<file path="config.mk">
export PLATFORM = sky130hd
export DESIGN_NAME = memory_cell_arbiter
export DESIGN_NICKNAME = d
export VERILOG_FILES = /design/src/rtl/memory_cell_arbiter.sv
export SDC_FILE = /design/constraint.sdc
export NUM_CORES = 1
export LEC_CHECK = 0
export ABC_CLOCK_PERIOD_IN_PS = 2300
export BUFFER_PORTS_ARGS = -buffer_cell sky130_fd_sc_hd__buf_2
export CAP_MARGIN = 20
export CORE_AREA = 2 2 98 100
export DETAILED_ROUTE_END_ITERATION = 7
export DIE_AREA = 0 0 100 102
export SLEW_MARGIN = 5
export SYNTH_ARGS = -nofsm -noshare
export SYNTH_HDL_FRONTEND = slang
export SYNTH_SLANG_ARGS = --single-unit
</file>
<file path="constraint.sdc">
create_clock -name clk -period 2.3 [get_ports clk]
set_clock_uncertainty 0.05 [all_clocks]
set_input_delay 0.46 -clock clk [delete_from_list [all_inputs] [get_ports clk]]
set_output_delay 0.46 -clock clk [all_outputs]
set_load 0.05 [all_outputs]
</file>
<file path="src/rtl/memory_cell_arbiter.sv">
`default_nettype none
// ============================================================================
// Module      : memory_cell_arbiter
// Description : Port controller and arbiter for the dual-port memory_cell
//               activation store.
//               - Sequences forward-pass activation writes into consecutive
//                 addresses 0..DEPTH-1. The buffer then reports FULL.
//               - Shares RAM port A between the write stream and read
//                 client A. Contention is resolved round-robin.
//               - Serves read client B on RAM port B. A port-B read of the
//                 address being written in the same cycle is stalled.
//               - Aligns the read-valid strobes with the RAM's one-cycle
//                 registered outputs.
// Revision    : 1.0 - initial release
// ----------------------------------------------------------------------------
// Ports
//   clk          in   1      clock, all state on rising edge
//   rst          in   1      asynchronous reset, active low
//   i_clr        in   1      rewind write pointer, leave FULL
//   i_wr_valid   in   1      write client has data
//   o_wr_ready   out  1      write accepted this cycle
//   i_wr_data    in   WIDTH  activation to store
//   o_wr_done    out  1      pulse one cycle after the write to DEPTH-1
//   i_ra_valid   in   1      client A read request
//   o_ra_ready   out  1      client A read accepted
//   i_ra_addr    in   ADDR   client A address
//   o_ra_rvalid  out  1      client A data valid
//   o_ra_rdata   out  WIDTH  client A data (RAM port A output)
//   i_rb_valid   in   1      client B read request
//   o_rb_ready   out  1      client B read accepted
//   i_rb_addr    in   ADDR   client B address
//   o_rb_rvalid  out  1      client B data valid
//   o_rb_rdata   out  WIDTH  client B data (RAM port B output)
//   o_mem_wr_a   out  1      RAM port A write enable
//   o_mem_addr_a out  ADDR   RAM port A address
//   o_mem_i_a    out  WIDTH  RAM port A write data
//   o_mem_addr_b out  ADDR   RAM port B address
//   i_mem_o_a    in   WIDTH  RAM port A registered read data
//   i_mem_o_b    in   WIDTH  RAM port B registered read data
// ============================================================================
module memory_cell_arbiter #(
   parameter int ADDR     = 12,
   parameter int WIDTH    = 32,
   parameter int NUM      = 2809,
   parameter int TIMESTEP = 1
) (
   input  logic             clk,
   input  logic             rst,
   input  logic             i_clr,
   input  logic             i_wr_valid,
   output logic             o_wr_ready,
   input  logic [WIDTH-1:0] i_wr_data,
   output logic             o_wr_done,
   input  logic             i_ra_valid,
   output logic             o_ra_ready,
   input  logic [ADDR-1:0]  i_ra_addr,
   output logic             o_ra_rvalid,
   output logic [WIDTH-1:0] o_ra_rdata,
   input  logic             i_rb_valid,
   output logic             o_rb_ready,
   input  logic [ADDR-1:0]  i_rb_addr,
   output logic             o_rb_rvalid,
   output logic [WIDTH-1:0] o_rb_rdata,
   output logic             o_mem_wr_a,
   output logic [ADDR-1:0]  o_mem_addr_a,
   output logic [WIDTH-1:0] o_mem_i_a,
   output logic [ADDR-1:0]  o_mem_addr_b,
   input  logic [WIDTH-1:0] i_mem_o_a,
   input  logic [WIDTH-1:0] i_mem_o_b
);

   localparam int              c_DEPTH     = NUM * TIMESTEP;
   localparam logic [ADDR-1:0] c_LAST_ADDR = ADDR'(c_DEPTH - 1);

   localparam logic [0:0] c_S_FILL = 1'b0;
   localparam logic [0:0] c_S_FULL = 1'b1;

   // Which requester won the most recent contended cycle on port A.
   localparam logic c_LAST_WR = 1'b0;
   localparam logic c_LAST_RD = 1'b1;

   logic [0:0]      r_state;
   logic [0:0]      w_state_nxt;
   logic [ADDR-1:0] r_wptr;
   logic [ADDR-1:0] w_wptr_nxt;
   logic            r_last;
   logic            w_last_nxt;
   logic            r_ra_rvalid;
   logic            r_rb_rvalid;
   logic            r_wr_done;

   logic            w_wr_req;
   logic            w_contend;
   logic            w_wr_gnt;
   logic            w_rd_gnt;
   logic            w_wr_at_last;
   logic            w_rb_hazard;
   logic            w_rb_fire;

   // ------------------------------------------------------------------------
   // State register
   // ------------------------------------------------------------------------
   always_ff @(posedge clk or negedge rst) begin
      if (!rst) begin
         r_state     <= c_S_FILL;
         r_wptr      <= '0;
         r_last      <= c_LAST_RD;   // the write wins the first contention
         r_ra_rvalid <= 1'b0;
         r_rb_rvalid <= 1'b0;
         r_wr_done   <= 1'b0;
      end else begin
         r_state     <= w_state_nxt;
         r_wptr      <= w_wptr_nxt;
         r_last      <= w_last_nxt;
         // The RAM registers its outputs, so each strobe lags its grant by
         // exactly one cycle. A port-A write grant never raises ra_rvalid.
         r_ra_rvalid <= w_rd_gnt;
         r_rb_rvalid <= w_rb_fire;
         r_wr_done   <= w_wr_gnt && w_wr_at_last;
      end
   end

   // ------------------------------------------------------------------------
   // Next-state logic
   // ------------------------------------------------------------------------
   always_comb begin
      w_state_nxt = r_state;
      w_wptr_nxt  = r_wptr;
      w_last_nxt  = r_last;

      if (i_clr) begin
         // A clear overrides any write in the same cycle. No write is
         // granted during a clear, so the pointer never advances here.
         w_state_nxt = c_S_FILL;
         w_wptr_nxt  = '0;
      end else if (w_wr_gnt) begin
         if (w_wr_at_last) begin
            w_state_nxt = c_S_FULL;
            w_wptr_nxt  = '0;
         end else begin
            w_wptr_nxt  = r_wptr + ADDR'(1);
         end
      end

      // The fairness bit only moves when both requesters compete.
      if (w_contend) begin
         w_last_nxt = w_wr_gnt ? c_LAST_WR : c_LAST_RD;
      end
   end

   // ------------------------------------------------------------------------
   // Output logic: port-A arbitration and port-B hazard check
   // ------------------------------------------------------------------------
   always_comb begin
      w_wr_req     = i_wr_valid && (r_state == c_S_FILL) && !i_clr;
      w_contend    = w_wr_req && i_ra_valid;
      w_wr_gnt     = w_wr_req && (!i_ra_valid || (r_last == c_LAST_RD));
      w_rd_gnt     = i_ra_valid && !w_wr_gnt;
      w_wr_at_last = (r_wptr == c_LAST_ADDR);
      // The RAM returns the old word when port B reads the address that
      // port A writes on the same edge. Stall B for one cycle instead.
      w_rb_hazard  = w_wr_gnt && (i_rb_addr == r_wptr);
      w_rb_fire    = i_rb_valid && !w_rb_hazard;
   end

   assign o_wr_ready   = w_wr_gnt;
   assign o_ra_ready   = w_rd_gnt;
   assign o_rb_ready   = w_rb_fire;
   assign o_wr_done    = r_wr_done;

   // When neither requester is granted, the address bus carries ra_addr.
   assign o_mem_wr_a   = w_wr_gnt;
   assign o_mem_addr_a = w_wr_gnt ? r_wptr : i_ra_addr;
   assign o_mem_i_a    = i_wr_data;
   assign o_mem_addr_b = i_rb_addr;

   assign o_ra_rvalid  = r_ra_rvalid;
   assign o_ra_rdata   = i_mem_o_a;
   assign o_rb_rvalid  = r_rb_rvalid;
   assign o_rb_rdata   = i_mem_o_b;

endmodule
`default_nettype wire

</file>
# Yosys cells after proc, flatten, opt, wreduce, memory -nomap -nowiden
# Index checks and enable logic that the tools add are counted.
op_classes:
  n_mul: 0
  n_bitwise: 1
  n_eq_ne: 2
  order_cmp: 0
  shift: 0
  n_addsub: 1
  reduce_logical: 16
  muxes: 8
  div_mod_pow: 0
ops:
  columns: ["op", "n"]
  rows:
  - ["two-way mux 12 bit", 4]
  - ["adder 12 x 1 -> 12 bit (second input constant)", 1]
  - ["== test 12 bit", 1]
  - ["== test 12 bit (second input constant)", 1]
  - ["logical AND 1 bit", 8]
  - ["logical NOT 1 bit", 4]
  - ["two-way mux 1 bit", 4]
  - ["nonzero test 2 bit", 2]
  - ["AND reduction 2 bit", 1]
  - ["logical OR 1 bit", 1]
  - ["NOT 1 bit", 1]
word_totals:
  latch_bits: 0
  rom_bits: 0
  mem_count: 0
  in_bits: 126
  ff_bits: 17
  mem_bits_rw: 0
  output_inout_bits: 127
  word_cells: 34

# Logic depth before layout (Yosys ltp)
# Gate-level depths: netlist of the first run.
logic_depth:
  ltp_word: 7
  depth_mapped: 7
  mapped_depth_nobuf: 5

# Least setup slack after synthesis of the first run
# OpenSTA, ideal clock, no wires.
synth_timing:
  path_kind: "input -> output"
  startpoint: "input i_clr"
  endpoint: "output o_mem_addr_a[10]"
  t_required_ps: 1790
  n_path_buf: 2
  setup_slack_ps: -546
  arrival_time_ps: 2336
  cell_stages: 5
  path_cell_list: "nor3b_1 -> nand2_1 -> clkbuf_1 -> clkbuf_1 -> o21ai_0"
synth_between:
  elab_chain_cells: 4
synth_lines:
  columns: ["item", "line", "text"]
  rows:
  - ["start: declaration", "49", "input logic i_clr,"]
  - ["logical NOT 1 bit", "155", "w_wr_req = i_wr_valid && (r_state == c_S_FILL) && !i_clr;"]
  - ["logical AND 1 bit", "155", null]
  - ["logical AND 1 bit", "157", "w_wr_gnt = w_wr_req && (!i_ra_valid || (r_last == c_LAST_RD));"]
  - ["two-way mux 12 bit", "173", "assign o_mem_addr_a = w_wr_gnt ? r_wptr : i_ra_addr;"]
  - ["end: declaration", "65", "output logic [ADDR-1:0] o_mem_addr_a,"]
# No other way between the ends.

# Final worst setup path of the first run
layout_timing:
  startpoint: "register r_last"
  endpoint: "output o_rb_ready"
layout_between:
  elab_chain_cells: 5
layout_lines:
  columns: ["item", "line", "text"]
  rows:
  - ["start: declaration", "86", "logic r_last;"]
  - ["start signal: assignment", "107", "r_last <= c_LAST_RD;"]
  - ["start signal: assignment", "114", "r_last <= w_last_nxt;"]
  - ["logical OR 1 bit", "157", null]
  - ["logical AND 1 bit", "157", null]
  - ["logical AND 1 bit", "162", "w_rb_hazard = w_wr_gnt && (i_rb_addr == r_wptr);"]
  - ["logical NOT 1 bit", "163", "w_rb_fire = i_rb_valid && !w_rb_hazard;"]
  - ["logical AND 1 bit", "163", null]
  - ["end: declaration", "60", "output logic o_rb_ready,"]
# No other way between the ends.

==> impl_results.md, run 1 <==
* Status: completed
* CTS Buffer Depth at 2
* H-Tree Depth at 1
* Post-DP Area at 0.00165 mm2
* Antenna diodes at 0
* CP max-delay cell: dfstp_2
* Clock share of power at 0.247
* Post-detail-place hpwl at roughly 3700 um
* Endpoints failing hold at 0
* TritonCTS Buffers at 3
* First-pass DRT Iterations at 4
* Post-synth EDFFs at 0
* CP required at 1.79 ns
* Core Region at between 0.009 and 0.01 mm2
* DR vias/cell at 4.21
* GRT Util Overall at 0.0866
* Max Cap Violations at 0
* Flop pwr share at 0.365
* P_sw at a little under 0.0004 W
* Buffer and inverter count on the worst path at 1
* DR WL/cell at between 10 and 15 um
* Internal power at 0.000552 W
* WS Path Type: reg2out
* Multi-input gate area in the final layout at around 700 um2
* Cell Pwr Density at roughly 540 mW/mm2
* Post-synthesis sequential area ratio at 0.215
* Worst Hold Class: in2async
* Asr flop ratio synth at 1.00
* # DRC at 0
* Fin crit share at 0.955
* Clk slew on worst S/H paths at ~0.08 ns
* Commonest non-fill, non-tap cell in the layout: buf_2
* Drt total wl at about 4700 um
* First-pass GRT wire length at between 6000 and 7000 um
* Cell total after placement at between 300 and 400
* Synth Area per Inst at between 7 and 8 um2
* Max-slew violations at 0
* Remaining global-route overflow at 0
* Yosys cell types at 29
* Worst slew margin relative to its limit at 0.697
* Total power at 0.000941 W
* Switching share of power at 0.413
* Worst Path Arrival at 1.69 ns
* Routed vias at between 1000 and 1500
* Syn Nets at between 300 and 400
* Rows at 35
* Comb pwr share at 0.388
* Post-route design area at 0.00174 mm2
* CTS Hold Bufs at 0
* Count of non-filler cells in the finished layout at around 320
* Final setup fails at 0
* Register area at 430 um2
* Initial antenna violation count at 0
* Max frequency at between 400 and 500 MHz
* RePlAce Congestion at just under 0.8
* Starting Density at 0.218
* Die Span Y at a little over 100 um
* ANT nets after route at 0
* I/O Buffers at 60
* Final min period at 2.20 ns
* Most frequent cells in the layout: 55 x buf_2, 29 x nand2_1, 13 x xnor2_1, 13 x dfrtp_1, 12 x buf_4
* CP Cell Sequence: nand2b_1, nand2_2, o41a_1, buf_4
* Ys Warns at 0
* Clk root buf: clkbuf_8
* Fraction of layout cells with a size suffix above 1 at 0.441
* Nets at 340
* Synth-to-layout area growth at -12.4%
* Synth Flop Type: dfrtp_1
* IO Pins at 253
* Synthesized area at 0.00198 mm2
* Vias in the first global route at between 1000 and 1500
* Die ar. at roughly 0.01 mm2
* Yosys reg bits at 17
* Die X at 100 um
* Clk Latency, worst-skew pair at about 0.25 ns
* Max IR drop VDD at between 0.2 and 0.3 mV
* Startpoint Class: flop
* Clock sink count at 17
* Critical Path Max Stage Delay at 0.54 ns
* Top delay family on crit path: flip-flops
* Least-Margin Pin Slew at approximately 0.45 ns
* Fin util at 0.191
* DR iter-0 viols at 53
* Largest net degree at the start of global routing at 22
* LEAKAGE at about 0.76 nW
* Filler cells at ~1000
* Syn Inst Count at about 250
* Element type at the critical path end: output pin
* CTS tree: built
* CP max FO at 4
-- cell usage after synthesis (2+ instances only) --
| library cell | n | area (um2) |
|---|---|---|
| buf_4 | 111 | 833 |
| nand2_1 | 39 | 146 |
| dfrtp_1 | 16 | 400 |
| xnor2_1 | 13 | 114 |
| o21ai_0 | 11 | 55.1 |
| a21oi_1 | 9 | 45.0 |
| inv_1 | 8 | 30.0 |
| or4_1 | 6 | 45.0 |
| nand4_1 | 5 | 31.3 |
| o31ai_1 | 5 | 37.5 |
| buf_2 | 4 | 20.0 |
| nand3_1 | 4 | 20.0 |
| or3_1 | 4 | 25.0 |
| clkbuf_1 | 2 | 7.51 |
| ha_1 | 2 | 25.0 |
-- registers in the layout, indices dropped and copies added, names as in the netlist --
name         count
o_rb_rvalid      1
o_ra_rvalid      1
r_state          1
r_last           1
o_wr_done        1
r_wptr          12
-- timing repair --
| item | in CTS | in global routing |
|---|---|---|
| setup endpoints to repair | 8 | 13 |
| gates resized for setup | 1 | 10 |
| pin swaps | 1 | 2 |
| setup buffers | 0 | 2 |
-- per-stage QoR --
| step | TNS, ns | hold WS [ns] | setup WS (ns) |
|---|---|---|---|
| 2_1_floorplan | -0.845 | 0.114 | -0.340 |
| 3_3_place_gp | 0 | 0.371 | 0.0952 |
| 3_5_place_dp | 0 | 0.376 | 0.106 |
| 4_1_cts | 0 | 0.0960 | 0.0241 |
| 5_1_grt | -0.0325 | 0.107 | -0.00970 |
| 6_report | 0 | 0.0808 | 0.104 |
-- logic make-up (layout without fill, tap and decap cells) --
logic type	count (synthesis)	in the layout	share of synthesized area
DFF	17	17	0.215
AOI/OAI and AO/OA	30	30	0.0965
xor gates and xnor gates	13	13	0.0574
adders and majority gates	2	2	0.0126
and+or+nand+nor	66	66	0.169
buffers and inverters	125	83	0.449
-- power by group through the flow --
stage,Combinational (W),Sequential (W),Clock [W]
2_1_floorplan,0.000713,0.000352,0
3_3_place_gp,0.000359,0.000348,0
5_1_grt,0.000392,0.000346,0.000254
4_1_cts,0.000364,0.000344,0.000243
3_5_place_dp,0.000363,0.000349,0
6_report,0.000365,0.000343,0.000232
-- routing by layer --
metal  vias up  routed length (um)  global-route usage
li1        631                   -                   -
met1       604                1770              0.0952
met2        91                2190               0.138
met3        30                 501              0.0417
met4         0                 191              0.0495
met5         -                   0                   0
-- layout make-up --
class | count | area share
Clock inverter | 1 | 0.00288
Tap cell | 111 | 0.0800
Sequential cell | 17 | 0.248
Inverter | 8 | 0.0173
Timing Repair Buffer | 71 | 0.228
Multi-Input combinational cell | 111 | 0.401
Clock buffer | 3 | 0.0238
-- final timing paths --
path | from | end | slack, ns | cells after the start
worst max-delay path | r_last | o_rb_ready | 0.10 | 4
worst min-delay path | rst | r_wptr[3] | 0.08 | 1
worst max register to register | r_wptr[2] | r_wptr[10] | 0.42 | 4
worst min register to register | r_last | r_last | 0.44 | 1
max in group asynchronous | rst | r_last | 1.78 | 1
min in group clk | i_ra_valid | r_last | 0.40 | 3
Note: power is estimated with default switching activity, not from simulation.
==> run 2: changes to the inputs <==
--- a/config.mk
+++ b/config.mk
@@ -11,6 +11,7 @@
 export CORE_AREA = 2 2 98 100
 export DETAILED_ROUTE_END_ITERATION = 7
 export DIE_AREA = 0 0 100 102
+export PLACE_DENSITY = 0.58
 export SLEW_MARGIN = 5
 export SYNTH_ARGS = -nofsm -noshare
 export SYNTH_HDL_FRONTEND = slang
==> constraint.sdc (replaced) <==
create_clock -name clk -period 2.3 [get_ports clk]
set_clock_uncertainty 0.05 [all_clocks]
set_input_delay 0.46 -clock clk [delete_from_list [all_inputs] [get_ports clk]]
set_output_delay 0.46 -clock clk [all_outputs]
set_load 0.02 [all_outputs]
==> impl_results.md, run 2 (synthesized netlist as in run 1, its figures left out) <==
* CTS Hold Bufs at 0 (unchanged)
* Max IR drop VDD at 0.169 mV (was 0.263 mV)
* Least-Margin Pin Slew at 0.448 ns (was 0.454 ns)
* IO Pins at 253 (unchanged)
* Drt total wl at 4400 um (was 4650 um)
* Core Region at 0.00911 mm2 (unchanged)
* H-Tree Depth at 1 (unchanged)
* Worst r2r src: r_wptr[2] (unchanged)
* Element type at the critical path end: output pin (unchanged)
* Number of flip-flops in the largest register at 12 (unchanged)
* Clock sink count at 17 (unchanged)
* Synth-to-layout area growth at -16.3% (was -12.4%)
* CP required at 1.79 ns (about the same)
* Clk Latency, worst-skew pair at 0.26 ns (was 0.25 ns)
* Nets at 335 (was 340)
* Die X at 100 um (unchanged)
* Clk root buf: clkbuf_8 (unchanged)
* DR vias/cell at 4.30 (was 4.21)
* DR iter-0 viols at 45 (was 53)
* Startpoint Class: flop (unchanged)
* RePlAce Congestion at 0.806 (was 0.787)
* RSZ-0062 raised after global routing: no
* Remaining global-route overflow at 0 (unchanged)
* Commonest non-fill, non-tap cell in the layout: buf_2 (unchanged)
* Worst Path Arrival at 1.64 ns (was 1.69 ns)
* Die Span Y at 102 um (unchanged)
* Status: completed (unchanged)
* Final setup fails at 0 (unchanged)
* Worst slew margin relative to its limit at 0.701 (was 0.697)
* Flop-to-flop setup slack at 0.42 ns (about the same)
* Rows at 35 (unchanged)
* Clk slew on worst S/H paths at 0.07 ns (was 0.08 ns)
* TNS Setup at 0 ns (unchanged)
* R2R cell count at 4 (unchanged)
* Final min period at 2.15 ns (was 2.20 ns)
* Max Cap Violations at 0 (unchanged)
* GRT Util Overall at 0.0830 (was 0.0866)
* WS Path Type: reg2out (unchanged)
* Fin util at 0.182 (was 0.191)
* ANT nets after route at 0 (unchanged)
* CTS tree: built (unchanged)
* First-pass DRT Iterations at 4 (unchanged)
* Fraction of layout cells with a size suffix above 1 at 0.364 (was 0.441)
* Largest net degree at the start of global routing at 22 (unchanged)
* Vias in the first global route at 1268 (was 1244)
* First-pass GRT wire length at 6470 um (was 6810 um)
* # DRC at 0 (unchanged)
* Endpoints failing hold at 0 (unchanged)
* DR WL/cell at 13.9 um (was 14.4 um)
* Most frequent cells in the layout: 60 x buf_2, 38 x nand2_1, 16 x dfrtp_1 (was 55 x buf_2, 29 x nand2_1, 13 x xnor2_1, 13 x dfrtp_1, 12 x buf_4)
* Routed vias at 1362 (was 1356)
* TritonCTS Buffers at 3 (unchanged)
* Starting Density at 0.218 (unchanged)
* Max-slew violations at 0 (unchanged)
* Worst r2r dst: r_wptr[5] (was r_wptr[10])
* Post-detail-place hpwl at 3520 um (was 3720 um)
* CP max FO at 4 (unchanged)
* Max frequency at 464 MHz (was 455 MHz)
* Worst setup margin at 0.146 ns (was 0.104 ns)
* Largest Register: r_wptr (unchanged)
* Worst Hold Class: in2async (unchanged)
* CTS Buffer Depth at 2 (unchanged)
* Initial antenna violation count at 0 (unchanged)
* Cell Pwr Density at 502 mW/mm2 (was 542 mW/mm2)
* Antenna diodes at 0 (unchanged)
* Fin crit share at 0.936 (was 0.955)
* DP Worst Slack at 0.151 ns (was 0.106 ns)
* I/O Buffers at 60 (unchanged)
* LEAKAGE at 0.737 nW (was 0.764 nW)
* Die ar. at 0.0102 mm2 (unchanged)
* Hold_ws at 0.0891 ns (was 0.0808 ns)
==> run 2: final cells by class <==
cell class                      count  area [um2]
Clock buffer                        4        45.0
Fill cell                        1015        7450
Inverter                            8        30.0
Multi-Input combinational cell    111         673
Sequential cell                    17         427
Tap cell                          111         139
Timing Repair Buffer               66         345
==> run 2: metal layers <==
layer,wire length (um),part of all wire,up-vias,GRT usage
met5,0,0,-,0
met1,1600,0.36,598,0.0834
li1,-,-,630,-
met3,464,0.11,40,0.0233
met4,334,0.076,0,0.0864
met2,2010,0.46,94,0.135
==> run 2: how the worst max path moves through the flow <==
stage,from,to,cells past startpoint
floorplan,i_clr,o_mem_addr_a[10],5
global placement,i_clr,o_rb_ready,5
detailed placement,i_clr,o_rb_ready,5
CTS,r_state,o_mem_addr_a[1],5
global route,r_state,o_mem_addr_a[7],7
finish,r_last,o_rb_ready,4
==> run 2: per-stage QoR <==
step	instance area [um2]	instances	total power [W]
2_1_floorplan	1980	253	0.000757
3_3_place_gp	1610	313	0.000604
3_5_place_dp	1610	313	0.000609
4_1_cts	1650	317	0.000847
5_1_grt	1660	317	0.000888
6_report	1660	317	0.000832
==> run 2: timing repair <==
| item | CTS | global route |
|---|---|---|
| gates resized for setup | 0 | 3 |
| setup endpoints to repair | 0 | 14 |
| setup buffers | 0 | 0 |
==> run 2: critical path, stage by stage (launching register included) <==
cell and delay (ns):
dfstp_2 0.54, nand2b_1 0.14, nand2_2 0.09, o41a_1 0.44, buf_2 0.17
==> run 2: power breakdown <==
group / internal [W] / leakage [nW] / switching (W)
Combinational: 0.0000989 / 0.486 / 0.000157
Clock: 0.000123 / 0.0228 / 0.000110
Sequential: 0.000323 / 0.229 / 0.0000204
==> run 3: changes to the inputs <==
--- a/config.mk
+++ b/config.mk
@@ -5,13 +5,14 @@
 export SDC_FILE = /design/constraint.sdc
 export NUM_CORES = 1
 export LEC_CHECK = 0
+export ABC_AREA = 1
 export ABC_CLOCK_PERIOD_IN_PS = 2300
 export BUFFER_PORTS_ARGS = -buffer_cell sky130_fd_sc_hd__buf_2
 export CAP_MARGIN = 20
-export CORE_AREA = 2 2 98 100
+export CORE_MARGIN = 2
+export CORE_UTILIZATION = 25
 export DETAILED_ROUTE_END_ITERATION = 7
-export DIE_AREA = 0 0 100 102
-export PLACE_DENSITY = 0.58
+export PLACE_DENSITY = 0.62
 export SLEW_MARGIN = 5
 export SYNTH_ARGS = -nofsm -noshare
 export SYNTH_HDL_FRONTEND = slang
==> impl_results.md, run 3 <==
* Main combinational cell family by area after synthesis: buffers and inverters (unchanged)
* Remaining global-route overflow at 0 (unchanged)
* Element type at the critical path end: output pin (unchanged)
* Cell Pwr Density at 410 mW/mm2 (was 502 mW/mm2)
* Final setup fails at 0 (unchanged)
* GRT Util Overall at 0.0961 (was 0.0830)
* Yosys cell types at 26 (was 29)
* H-Tree Depth at 1 (unchanged)
* LEAKAGE at 0.989 nW (was 0.737 nW)
* Synth-to-layout area growth at -16.1% (was -16.3%)
* Synthesized area at 0.00219 mm2 (was 0.00198 mm2)
* Startpoint Class: flop (unchanged)
* Clock sink count at 17 (unchanged)
* Synth Flop Type: dfrtp_1 (unchanged)
* First-pass GRT wire length at 7400 um (was 6470 um)
* WS Path Type: reg2out (unchanged)
* Worst setup margin at 0.205 ns (was 0.146 ns)
* Mux share of post-synthesis cell area at 0 (unchanged)
* Status: completed (unchanged)
* Max-slew violations at 0 (unchanged)
* Synth Area per Inst at 6.65 um2 (was 7.84 um2)
* Vias in the first global route at 1503 (was 1268)
* Number of flip-flops in the largest register at 12 (unchanged)
* Max IR drop VDD at 0.155 mV (was 0.169 mV)
* Top cell type's share of synthesized area at 0.373 (was 0.420)
* ANT nets after route at 0 (unchanged)
* Post-synthesis sequential area ratio at 0.195 (was 0.215)
* CTS tree: built (unchanged)
* CP max-delay cell: dfstp_2 (unchanged)
* Clk root buf: clkbuf_8 (unchanged)
* CTS Hold Bufs at 0 (unchanged)
* CP required at 1.79 ns (about the same)
* Drt total wl at 4830 um (was 4400 um)
* Routed vias at 1640 (was 1362)
* I/O Buffers at 60 (unchanged)
* Starting Density at 0.255 (was 0.218)
* Ys Warns at 0 (unchanged)
* TritonCTS Buffers at 3 (unchanged)
* DR vias/cell at 4.18 (was 4.30)
* Quantity of gates resized following cts at 0 (unchanged)
* Clk slew on worst S/H paths at 0.08 ns (was 0.07 ns)
* Endpoints failing hold at 0 (unchanged)
* Setup Fix Bufs, Post-CTS at 0 (unchanged)
* DP Worst Slack at 0.353 ns (was 0.151 ns)
* Least-Margin Pin Slew at 0.423 ns (was 0.448 ns)
* DR iter-0 viols at 97 (was 45)
* Clk Latency, worst-skew pair at 0.26 ns (about the same)
* Most common cell in the netlist: buf_4 (unchanged)
* Max frequency at 477 MHz (was 464 MHz)
* Worst Hold Class: in2async (unchanged)
* Synth Area in Simple Gates at 0.301 (was 0.169)
* Yosys reg bits at 17 (unchanged)
* Max Cap Violations at 0 (unchanged)
* RePlAce Congestion at 0.843 (was 0.806)
* CTS Buffer Depth at 2 (unchanged)
* Die Span Y at 97.7 um (was 102 um)
* Post-synthesis adder-cell area fraction at 0.0114 (was 0.0126)
* Post-DP Area at 0.00179 mm2 (was 0.00161 mm2)
* Top delay family on crit path: flip-flops (unchanged)
* Antenna diodes at 0 (unchanged)
* Fin crit share at 0.911 (was 0.936)
* Flop-to-flop setup slack at 0.69 ns (was 0.42 ns)
* Post-synth EDFFs at 0 (unchanged)
* Total power at 0.000754 W (was 0.000832 W)
* Final min period at 2.10 ns (was 2.15 ns)
* Rows at 34 (was 35)
* CP Cell Sequence: inv_1, nand2_1, nand3_2, buf_4, o21ai_0, buf_2 (was nand2b_1, nand2_2, o41a_1, buf_2)
* XOR/XNOR Fraction of Synth Area at 0.00399 (was 0.0574)
* First-pass DRT Iterations at 4 (unchanged)
* Asr flop ratio synth at 1.00 (unchanged)
* DR WL/cell at 12.3 um (was 13.9 um)
* Ranking of synthesized cells by area: buf_4 37%, dfrtp_1 18%, nand2_1 14% (was buf_4 42%, dfrtp_1 20%, nand2_1 7.4%)
* Core Region at 0.00859 mm2 (was 0.00911 mm2)
* Initial antenna violation count at 0 (unchanged)
* Buffer and inverter count on the worst path at 3 (was 1)
* Die X at 97.7 um (was 100 um)
* Worst slew margin relative to its limit at 0.718 (was 0.701)
* Critical Path Max Stage Delay at 0.53 ns (was 0.54 ns)
* Syn Nets at 458 (was 381)
* Fraction of layout cells with a size suffix above 1 at 0.296 (was 0.364)
* # DRC at 0 (unchanged)
* Die ar. at 0.00954 mm2 (was 0.0102 mm2)
* Most frequent cells in the layout: 81 x nand2_1, 60 x buf_2, 30 x nor2_1 (was 60 x buf_2, 38 x nand2_1, 16 x dfrtp_1)
* Synth top cells by count: 109 x buf_4, 81 x nand2_1, 30 x nor2_1 (was 111 x buf_4, 39 x nand2_1, 16 x dfrtp_1)
* Syn Inst Count at 330 (was 253)
* Largest Register: r_wptr (unchanged)
* Filler cells at 988 (was 1015)
* Nets at 413 (was 335)
* IO Pins at 253 (unchanged)
* Post-route design area at 0.00184 mm2 (was 0.00166 mm2)
* Synth Area in Compound Gates at 0.0456 (was 0.0965)
* Synth area leader: buf_4 (unchanged)
* Largest net degree at the start of global routing at 20 (was 22)
* Worst Path Arrival at 1.59 ns (was 1.64 ns)
* CP max FO at 19 (was 4)
* Commonest non-fill, non-tap cell in the layout: nand2_1 (was buf_2)
* RSZ-0062 raised after global routing: no (unchanged)
* TNS Setup at 0 ns (unchanged)
* Post-detail-place hpwl at 4000 um (was 3520 um)
-- run 3: power by group --
part	internal, W	leakage, nW	switching, W
registers	0.000309	0.229	0.00000448
clock network	0.000121	0.0255	0.000116
logic	0.0000700	0.734	0.000134
total	0.000499	0.989	0.000255
-- run 3: per-layer routing --
layer  routed length [um]  GRT usage  vias up
li1                     -          -      810
met2                 2240      0.159      108
met3                  531     0.0403       27
met5                    0          0        -
met1                 1940      0.111      695
met4                  116     0.0353        0
-- run 3: stage by stage --
| stage | utilization | cells | hold slack, ns |
|---|---|---|---|
| after global routing | 0.214 | 392 | 0.106 |
| after global placement | 0.209 | 388 | 0.371 |
| after CTS | 0.214 | 392 | 0.0904 |
| final | 0.214 | 392 | 0.0679 |
| after detailed placement | 0.209 | 388 | 0.376 |
| after floorplan | - | 330 | 0.114 |
-- run 3: path summary, 6_finish.rpt --
kind / startpoint / end / depth (start not counted)
setup reg to reg: r_wptr[0] / r_wptr[10] / 9
setup / recovery: r_last / o_mem_addr_a[6] / 6
hold / removal: rst / o_ra_rvalid / 1
min in group clk: i_rb_valid / o_rb_rvalid / 3
max in group asynchronous: rst / r_last / 1
hold reg to reg: r_last / r_last / 2
-- run 3: cell type report --
class | count | area (um2) | area share
inverter | 30 | 115 | 0.0626
sequential | 17 | 427 | 0.232
clock buffer | 3 | 41.3 | 0.0224
tap | 108 | 135 | 0.0735
timing repair buffer | 63 | 323 | 0.176
multi-input combinational | 170 | 793 | 0.431
clock inverter | 1 | 5.00 | 0.00272
-- run 3: cell families after synthesis --
family,count (synthesis)
DFF,17
AOI/OAI and AO/OA,20
xor gates and xnor gates,1
and+or+nand+nor,147
adders and majority gates,2
buffers and inverters,143
